**config.mk**
```make
export PLATFORM = sky130hd
export DESIGN_NAME = cal_kl_pipe
export DESIGN_NICKNAME = d
export VERILOG_FILES = /design/src/rtl/cal_kl_pipe.sv
export SDC_FILE = /design/constraint.sdc
export NUM_CORES = 2
export LEC_CHECK = 0
export BUFFER_PORTS_ARGS = -buffer_cell sky130_fd_sc_hd__buf_2
export CAP_MARGIN = 20
export CORE_AREA = 2 2 376 378
export CTS_CLUSTER_DIAMETER = 30
export DETAILED_ROUTE_END_ITERATION = 8
export DIE_AREA = 0 0 378 380
export RECOVER_POWER = 25
export REMOVE_ABC_BUFFERS = 1
export SETUP_SLACK_MARGIN = 0.5
export SLEW_MARGIN = 20
export SYNTH_ARGS = -nofsm -noshare
export SYNTH_HDL_FRONTEND = slang
export SYNTH_SLANG_ARGS = --single-unit
```
**constraint.sdc**
```tcl
create_clock -name clk -period 31.8 [get_ports clk]
set_input_delay 3.18 -clock clk [delete_from_list [all_inputs] [get_ports clk]]
set_output_delay 3.18 -clock clk [all_outputs]
set_load 0.02 [all_outputs]
```
**src/rtl/cal_kl_pipe.sv**
```systemverilog
// cal_kl_pipe: backward-extension k/l calculation stage of the SMEM pipeline.
// Two registered stages (S1 capture/precompute, S2 output) with valid/ready
// handshakes on both sides and credit-limited tracking of outstanding memory
// requests. Optional feature macro: CAL_KL_LINE_MERGE_EN adds the req_single
// output, flagging request tokens whose k and l fall in the same cache line.
module cal_kl_pipe #(
  parameter int CNT_W          = 64,
  parameter int ADDR_W         = 42,
  parameter int LINE_LSB       = 7,
  parameter int LINE_MSB       = 34,
  parameter int PAD_W          = 4,
  parameter int READ_NUM_WIDTH = 6,
  parameter int SB_W           = 256,
  parameter int MAX_OUT        = 16,
  localparam int OUT_W         = $clog2(MAX_OUT) + 1
) (
  input  logic                      clk,
  input  logic                      rst,
  input  logic                      in_valid,
  output logic                      in_ready,
  input  logic [5:0]                in_status,
  input  logic                      in_finish,
  input  logic [READ_NUM_WIDTH-1:0] in_read_num,
  input  logic [CNT_W-1:0]          in_p_x0,
  input  logic [CNT_W-1:0]          in_p_x2,
  input  logic [CNT_W-1:0]          in_primary,
  input  logic [6:0]                in_mem_wr_addr,
  input  logic [SB_W-1:0]           in_sb,
  output logic                      out_valid,
  input  logic                      out_ready,
  output logic [5:0]                out_status,
  output logic                      out_finish,
  output logic [READ_NUM_WIDTH-1:0] out_read_num,
  output logic [CNT_W-1:0]          out_k,
  output logic [CNT_W-1:0]          out_l,
  output logic [ADDR_W-1:0]         addr_k,
  output logic [ADDR_W-1:0]         addr_l,
  output logic                      req_valid,
  output logic [6:0]                out_mem_size,
  output logic [SB_W-1:0]           out_sb,
  input  logic                      credit_ret,
`ifdef CAL_KL_LINE_MERGE_EN
  output logic                      req_single,
`endif
  output logic [OUT_W-1:0]          outstanding
);

  localparam logic [5:0] ST_BUBBLE = 6'b00_0000;
  localparam logic [5:0] ST_INI    = 6'b00_1000;
  localparam logic [5:0] ST_RUN    = 6'b01_0000;
  localparam int         LINE_W    = LINE_MSB - LINE_LSB + 1;
  localparam int         FLD_W     = LINE_W + PAD_W;
  localparam logic [CNT_W-1:0] ONE = {{(CNT_W-1){1'b0}}, 1'b1};
  localparam logic [CNT_W-1:0] TWO = {{(CNT_W-2){1'b0}}, 2'b10};
  localparam logic [OUT_W-1:0] OUT_MAX = OUT_W'(MAX_OUT);
  localparam logic [OUT_W-1:0] OUT_ONE = {{(OUT_W-1){1'b0}}, 1'b1};

  // Cache-line address: line index bits with zero padding below, resized
  // (zero-extended or truncated) to the address width.
  function automatic logic [ADDR_W-1:0] line_addr(input logic [LINE_W-1:0] line);
    logic [FLD_W-1:0] fld;
    fld = {line, {PAD_W{1'b0}}};
    return ADDR_W'(fld);
  endfunction

  // S1 registers
  logic                      r_s1_valid;
  logic                      r_s1_finish;
  logic                      r_s1_ini;
  logic [READ_NUM_WIDTH-1:0] r_s1_read_num;
  logic [CNT_W-1:0]          r_s1_kt;
  logic [CNT_W-1:0]          r_s1_lt;
  logic [CNT_W-1:0]          r_s1_km;
  logic [CNT_W-1:0]          r_s1_lm;
  logic [CNT_W-1:0]          r_s1_primary;
  logic [6:0]                r_s1_mem_wr_addr;
  logic [SB_W-1:0]           r_s1_sb;

  // S2 registers
  logic                      r_s2_valid;
  logic                      r_s2_finish;
  logic [5:0]                r_s2_status;
  logic                      r_s2_req;
  logic [READ_NUM_WIDTH-1:0] r_s2_read_num;
  logic [CNT_W-1:0]          r_s2_k;
  logic [CNT_W-1:0]          r_s2_l;
  logic [ADDR_W-1:0]         r_s2_addr_k;
  logic [ADDR_W-1:0]         r_s2_addr_l;
  logic [6:0]                r_s2_mem_size;
  logic [SB_W-1:0]           r_s2_sb;
  logic [OUT_W-1:0]          r_outstanding;

  // Combinational nets
  logic                      w_credit_ok;
  logic                      w_out_valid;
  logic                      w_out_fire;
  logic                      w_s2_adv;
  logic                      w_in_ready;
  logic                      w_in_keep;
  logic [CNT_W-1:0]          w_kt;
  logic [CNT_W-1:0]          w_km;
  logic [CNT_W-1:0]          w_sel_k;
  logic [CNT_W-1:0]          w_sel_l;
  logic [5:0]                w_nx_status;
  logic                      w_nx_req;
  logic [CNT_W-1:0]          w_nx_k;
  logic [CNT_W-1:0]          w_nx_l;
  logic [ADDR_W-1:0]         w_nx_addr_k;
  logic [ADDR_W-1:0]         w_nx_addr_l;
  logic [6:0]                w_nx_mem_size;
  logic [SB_W-1:0]           w_nx_sb;
  logic                      w_inc;
  logic                      w_dec;
  logic [OUT_W-1:0]          w_nx_outstanding;

  // A returning credit frees a slot in the same cycle, so a held request may
  // transfer together with credit_ret. Finish tokens never need credit.
  assign w_credit_ok = (r_outstanding != OUT_MAX) || credit_ret;
  assign w_out_valid = r_s2_valid && (!r_s2_req || w_credit_ok);
  assign w_out_fire  = w_out_valid && out_ready;
  assign w_s2_adv    = !r_s2_valid || w_out_fire;
  assign w_in_ready  = !r_s1_valid || w_s2_adv;
  assign w_in_keep   = in_finish || (in_status == ST_INI) || (in_status == ST_RUN);
  assign w_kt        = in_p_x0 - ONE;
  assign w_km        = in_p_x0 - TWO;

  // S1 capture: precompute both candidate k/l pairs; unknown-status tokens are
  // accepted but not marked valid, so they vanish here.
  always_ff @(posedge clk or posedge rst) begin
    if (rst) begin
      r_s1_valid       <= 1'b0;
      r_s1_finish      <= 1'b0;
      r_s1_ini         <= 1'b0;
      r_s1_read_num    <= {READ_NUM_WIDTH{1'b0}};
      r_s1_kt          <= {CNT_W{1'b0}};
      r_s1_lt          <= {CNT_W{1'b0}};
      r_s1_km          <= {CNT_W{1'b0}};
      r_s1_lm          <= {CNT_W{1'b0}};
      r_s1_primary     <= {CNT_W{1'b0}};
      r_s1_mem_wr_addr <= 7'd0;
      r_s1_sb          <= {SB_W{1'b0}};
    end else if (w_in_ready) begin
      r_s1_valid <= in_valid && w_in_keep;
      if (in_valid) begin
        r_s1_finish      <= in_finish;
        r_s1_ini         <= (in_status == ST_INI);
        r_s1_read_num    <= in_read_num;
        r_s1_kt          <= w_kt;
        r_s1_lt          <= w_kt + in_p_x2;
        r_s1_km          <= w_km;
        r_s1_lm          <= w_km + in_p_x2;
        r_s1_primary     <= in_primary;
        r_s1_mem_wr_addr <= in_mem_wr_addr;
        r_s1_sb          <= in_sb;
      end
    end
  end

  // Primary correction, address formation and token-class output shaping.
  always_comb begin
    w_sel_k       = (r_s1_kt >= r_s1_primary) ? r_s1_km : r_s1_kt;
    w_sel_l       = (r_s1_lt >= r_s1_primary) ? r_s1_lm : r_s1_lt;
    w_nx_status   = ST_RUN;
    w_nx_req      = 1'b1;
    w_nx_k        = w_sel_k;
    w_nx_l        = w_sel_l;
    w_nx_addr_k   = line_addr(w_sel_k[LINE_MSB:LINE_LSB]);
    w_nx_addr_l   = line_addr(w_sel_l[LINE_MSB:LINE_LSB]);
    w_nx_mem_size = r_s1_mem_wr_addr;
    w_nx_sb       = r_s1_sb;
    if (r_s1_finish) begin
      w_nx_status = ST_BUBBLE;
      w_nx_req    = 1'b0;
      w_nx_k      = {CNT_W{1'b0}};
      w_nx_l      = {CNT_W{1'b0}};
      w_nx_addr_k = {ADDR_W{1'b0}};
      w_nx_addr_l = {ADDR_W{1'b0}};
      w_nx_sb     = {SB_W{1'b0}};
    end else if (r_s1_ini) begin
      w_nx_mem_size = 7'd0;
    end else begin
      w_nx_mem_size = r_s1_mem_wr_addr;
    end
  end

  // S2 output register: loads from S1 whenever the current result has left
  // (or was never there); otherwise every output holds.
  always_ff @(posedge clk or posedge rst) begin
    if (rst) begin
      r_s2_valid    <= 1'b0;
      r_s2_finish   <= 1'b0;
      r_s2_status   <= ST_BUBBLE;
      r_s2_req      <= 1'b0;
      r_s2_read_num <= {READ_NUM_WIDTH{1'b0}};
      r_s2_k        <= {CNT_W{1'b0}};
      r_s2_l        <= {CNT_W{1'b0}};
      r_s2_addr_k   <= {ADDR_W{1'b0}};
      r_s2_addr_l   <= {ADDR_W{1'b0}};
      r_s2_mem_size <= 7'd0;
      r_s2_sb       <= {SB_W{1'b0}};
    end else if (w_s2_adv) begin
      r_s2_valid <= r_s1_valid;
      if (r_s1_valid) begin
        r_s2_finish   <= r_s1_finish;
        r_s2_status   <= w_nx_status;
        r_s2_req      <= w_nx_req;
        r_s2_read_num <= r_s1_read_num;
        r_s2_k        <= w_nx_k;
        r_s2_l        <= w_nx_l;
        r_s2_addr_k   <= w_nx_addr_k;
        r_s2_addr_l   <= w_nx_addr_l;
        r_s2_mem_size <= w_nx_mem_size;
        r_s2_sb       <= w_nx_sb;
      end
    end
  end

  // Outstanding-count update: +1 per transferred request, -1 per credit,
  // simultaneous events cancel, credit at zero is ignored.
  always_comb begin
    w_inc            = w_out_fire && r_s2_req;
    w_dec            = credit_ret && (r_outstanding != {OUT_W{1'b0}});
    w_nx_outstanding = r_outstanding;
    case ({w_inc, w_dec})
      2'b10:   w_nx_outstanding = r_outstanding + OUT_ONE;
      2'b01:   w_nx_outstanding = r_outstanding - OUT_ONE;
      default: w_nx_outstanding = r_outstanding;
    endcase
  end

  // Outstanding request counter.
  always_ff @(posedge clk or posedge rst) begin
    if (rst) begin
      r_outstanding <= {OUT_W{1'b0}};
    end else begin
      r_outstanding <= w_nx_outstanding;
    end
  end

`ifdef CAL_KL_LINE_MERGE_EN
  logic r_s2_single;

  // Same-line flag: one memory read serves both k and l.
  always_ff @(posedge clk or posedge rst) begin
    if (rst) begin
      r_s2_single <= 1'b0;
    end else if (w_s2_adv && r_s1_valid) begin
      r_s2_single <= w_nx_req && (w_nx_addr_k == w_nx_addr_l);
    end
  end

  assign req_single = r_s2_single;
`endif

  assign in_ready     = w_in_ready;
  assign out_valid    = w_out_valid;
  assign out_status   = r_s2_status;
  assign out_finish   = r_s2_finish;
  assign out_read_num = r_s2_read_num;
  assign out_k        = r_s2_k;
  assign out_l        = r_s2_l;
  assign addr_k       = r_s2_addr_k;
  assign addr_l       = r_s2_addr_l;
  assign req_valid    = r_s2_req;
  assign out_mem_size = r_s2_mem_size;
  assign out_sb       = r_s2_sb;
  assign outstanding  = r_outstanding;

endmodule

```
==> results.json <==
{
  "status": "finished, violations left",
  "violations": "max-capacitance violations, max-slew violations",
  "endpoint": "r_s1_finish",
  "ys_seq_elements": 997,
  "grt-ovfl-total": 0,
  "ioPinCount": 969,
  "hold_path_class": "reg -> reg",
  "cp-start-kind": "primary input",
  "routedWlPerCell_um": 22.8,
  "maxSlewViolCount": 813,
  "powerDensity_nw_per_um2": 103,
  "die-area_um2": 144000,
  "grt_pass1_wl_mm": 298,
  "vias": 46265,
  "fin_skew_ns": 0.0826,
  "antenna_left": 0,
  "die_h_um": 380,
  "cts_buffers": 241,
  "max-clock-path-buffers": 3,
  "synth_top_flop_cell": "dfrtp_1",
  "dp_hpwl_mm": 152,
  "synthMuxAreaShare": 0.0310,
  "min_period_ns": 15.65,
  "synth-simple-area-share": 0.216,
  "synth_top_area_share": 0.474,
  "timing.rr.start": "outstanding[0]",
  "ir_worst_vdd_mv": 0.0593,
  "use_met3": 0.0716,
  "synth-async-reset-ratio": 1.00,
  "grtUsageMet2": 0.451,
  "initial_core_util": 0.378,
  "crit_path_end_kind": "async pin",
  "grt_pass1_vias": 45648,
  "path_buf_inv": 3,
  "wl_mm": 203,
  "synthAdderAreaFrac": 0.0653,
  "synthCells": 5955,
  "p_leak_nw": 33.5,
  "drtPass1Iterations": 7,
  "syn_area_per_cell_um2": 8.85,
  "finalCritPeriodShare": 0.492,
  "clock_latency_ns": 0.86,
  "postCtsSetupBuffers": 0,
  "synthTopCellsByCount": "nand2_1, dfrtp_1, o21ai_0",
  "synth_edf_count": 0,
  "synth-warning-count": 0,
  "setup_tns_ns": 0,
  "cts_resized": 0,
  "core_um2": 139000,
  "max_freq_mhz": 63.9,
  "syn_to_final_growth_pct": 27.5,
  "crit_chain": "buf_2, clkinvlp_2, clkbuf_1",
  "drive_gt1_frac": 0.186,
  "grt_antenna_before_repair": 72,
  "cts_root_buffer": "clkbuf_16",
  "cts_tree": "done",
  "synth_xor_area_frac": 0.0390,
  "die_w_um": 378,
  "nets": 7546,
  "r2r-end": "r_s1_primary[35]",
  "synth_compound_area_frac": 0.130,
  "synth_top_family_by_area": "simple AND/OR/NAND/NOR gates",
  "grtUsageTotal": 0.277,
  "tightest_slew_ns": 8.74,
  "routabilityCongestion": 0.985,
  "seq_area_frac_synth": 0.474,
  "ctsHoldBuffers": 0,
  "yosysMostFrequentCell": "nand2_1",
  "setup_slack_ns": 16.15,
  "num_rows": 137,
  "crit_path_top_delay_cell": "clkbuf_1",
  "yosysTopAreaCell": "dfrtp_1",
  "r2r_slack_ns": 21.06,
  "ff2ff_path_depth": 7,
  "crit_path_max_incr_delay_ns": 6.31,
  "grt_max_degree": 191,
  "numClockSinks": 997,
  "fillers": 13569,
  "crit_type": "in -> async",
  "place_ws_ns": 22.72,
  "cp.depth": 3,
  "grt-busiest-layer": "met2",
  "yosys-top-cells-area": "dfrtp_1, nand2_1, ha_1, o21ai_0, nand2b_1",
  "drc": 0,
  "worst-path-max-fanout": 163,
  "rsz0062_at_grt": "false",
  "slew_headroom": -4.83,
  "cp_top_family": "buffers and inverters",
  "grt_use_met1": 0.347,
  "cp.arrival_ns": 13.11,
  "maxCapViolCount": 8,
  "cp.required_ns": 29.26,
  "startpoint": "rst",
  "vias_per_cell": 5.19,
  "syn-cell-area_um2": 52700,
  "portBuffers": 935,
  "dr.first_iter.drc_count": 3682,
  "htree_levels": 4,
  "timing_hold_violations_final": 0,
  "placed_cell_area_um2": 58300,
  "synth_cell_types": 87,
  "fin_area_um2": 67100,
  "p_total_mw": 6.93,
  "setup_viol": 0,
  "clkTransAtPathRegs_ns": 0.05
}
[layout make-up]
type	instances	area [um^2]	area share
Multi-Input combinational cell	4471	25500	0.380
Inverter	115	433	0.00645
Sequential cell	997	25000	0.372
Tap cell	1876	2350	0.0350
Timing Repair Buffer	974	4810	0.0717
Clock inverter	162	2470	0.0368
Clock buffer	297	6590	0.0982
Antenna cell	21	52.6	0.000783
[worst min-delay path by stage]
stage                     start          end  slack (ns)  cells past startpoint
detailed placement     r_s1_ini     r_s1_ini        0.46                      2
global route        r_s1_km[42]  r_s1_km[42]        0.49                      2
finish                 r_s1_ini     r_s1_ini        0.47                      2
global placement       r_s1_ini     r_s1_ini        0.45                      2
floorplan              r_s1_ini     r_s1_ini        0.44                      2
CTS                    r_s1_ini     r_s1_ini        0.47                      2
[registers in the layout (all words and copies together) (netlist names), 7 cells and up]
name	count
r_s1_primary	64
r_s1_mem_wr_addr	7
out_mem_size	7
r_s1_km	64
r_s1_kt	64
out_l	64
out_sb	256
r_s1_lt	64
out_k	64
r_s1_lm	64
r_s1_sb	256
[through the flow]
step           utilization  instances  hold WS [ns]
2_1_floorplan            -       5583         0.440
6_report             0.482       8913         0.468
3_5_place_dp         0.419       8432         0.457
4_1_cts              0.484       8891         0.468
3_3_place_gp         0.419       8432         0.454
5_1_grt              0.482       8901         0.487
[cell families after synthesis]
logic type               Yosys count
AND/OR/NAND/NOR                 2616
AO/OA/AOI/OAI                   1157
flip-flops                       997
buffers and inverters            519
adder cells (fa/ha/maj)          273
XOR/XNOR                         233
multiplexers                     159
other                              1
[cells in the final DEF, fill, tap and decap left out, types with 19 or more instances in the layout]
master / synthesis / layout
nand2_1: 1853 / 1852
dfrtp_1: 997 / 996
buf_2: 70 / 760
o21ai_0: 577 / 576
nand2b_1: 275 / 275
ha_1: 270 / 270
clkbuf_16: 0 / 241
a21oi_1: 202 / 202
clkbuf_1: 234 / 201
nor2_1: 161 / 161
mux2i_1: 128 / 128
xnor2_1: 120 / 120
inv_1: 115 / 114
a21o_1: 113 / 113
xor2_1: 111 / 111
o31ai_1: 80 / 80
nand4_1: 67 / 67
nand3_1: 60 / 60
nor3_1: 53 / 53
bufinv_16: 0 / 43
clkbuf_8: 0 / 35
o21bai_1: 34 / 34
conb_1: 1 / 33
clkinv_2: 0 / 31
mux2_2: 29 / 29
nor4_1: 28 / 28
clkinv_4: 0 / 28
buf_4: 96 / 27
inv_6: 0 / 24
clkinvlp_4: 0 / 22
diode_2: 0 / 21
o21a_1: 21 / 21
or4_1: 19 / 19
a211oi_1: 20 / 19
[power by group]
part,total (mW),switching [mW],internal [mW]
logic,2.21,1.49,0.722
clock network,2.68,0.850,1.83
registers,2.04,0.318,1.73
total,6.93,2.65,4.28
[metal layers]
layer	part of all wire	routed length [um]
met1	0.41	83100
met2	0.47	95600
met3	0.074	15100
met4	0.044	9000
met5	0.0025	499
[worst reg2reg max path: cells and delay by family (launching register included)]
kind | cells | cell delay [ns]
and+or+nand+nor | 3 | 2.31
buffers and inverters | 1 | 5.97
DFF | 1 | 0.46
AOI/OAI and AO/OA | 3 | 1.76
Power figures use the tool's default switching activity.
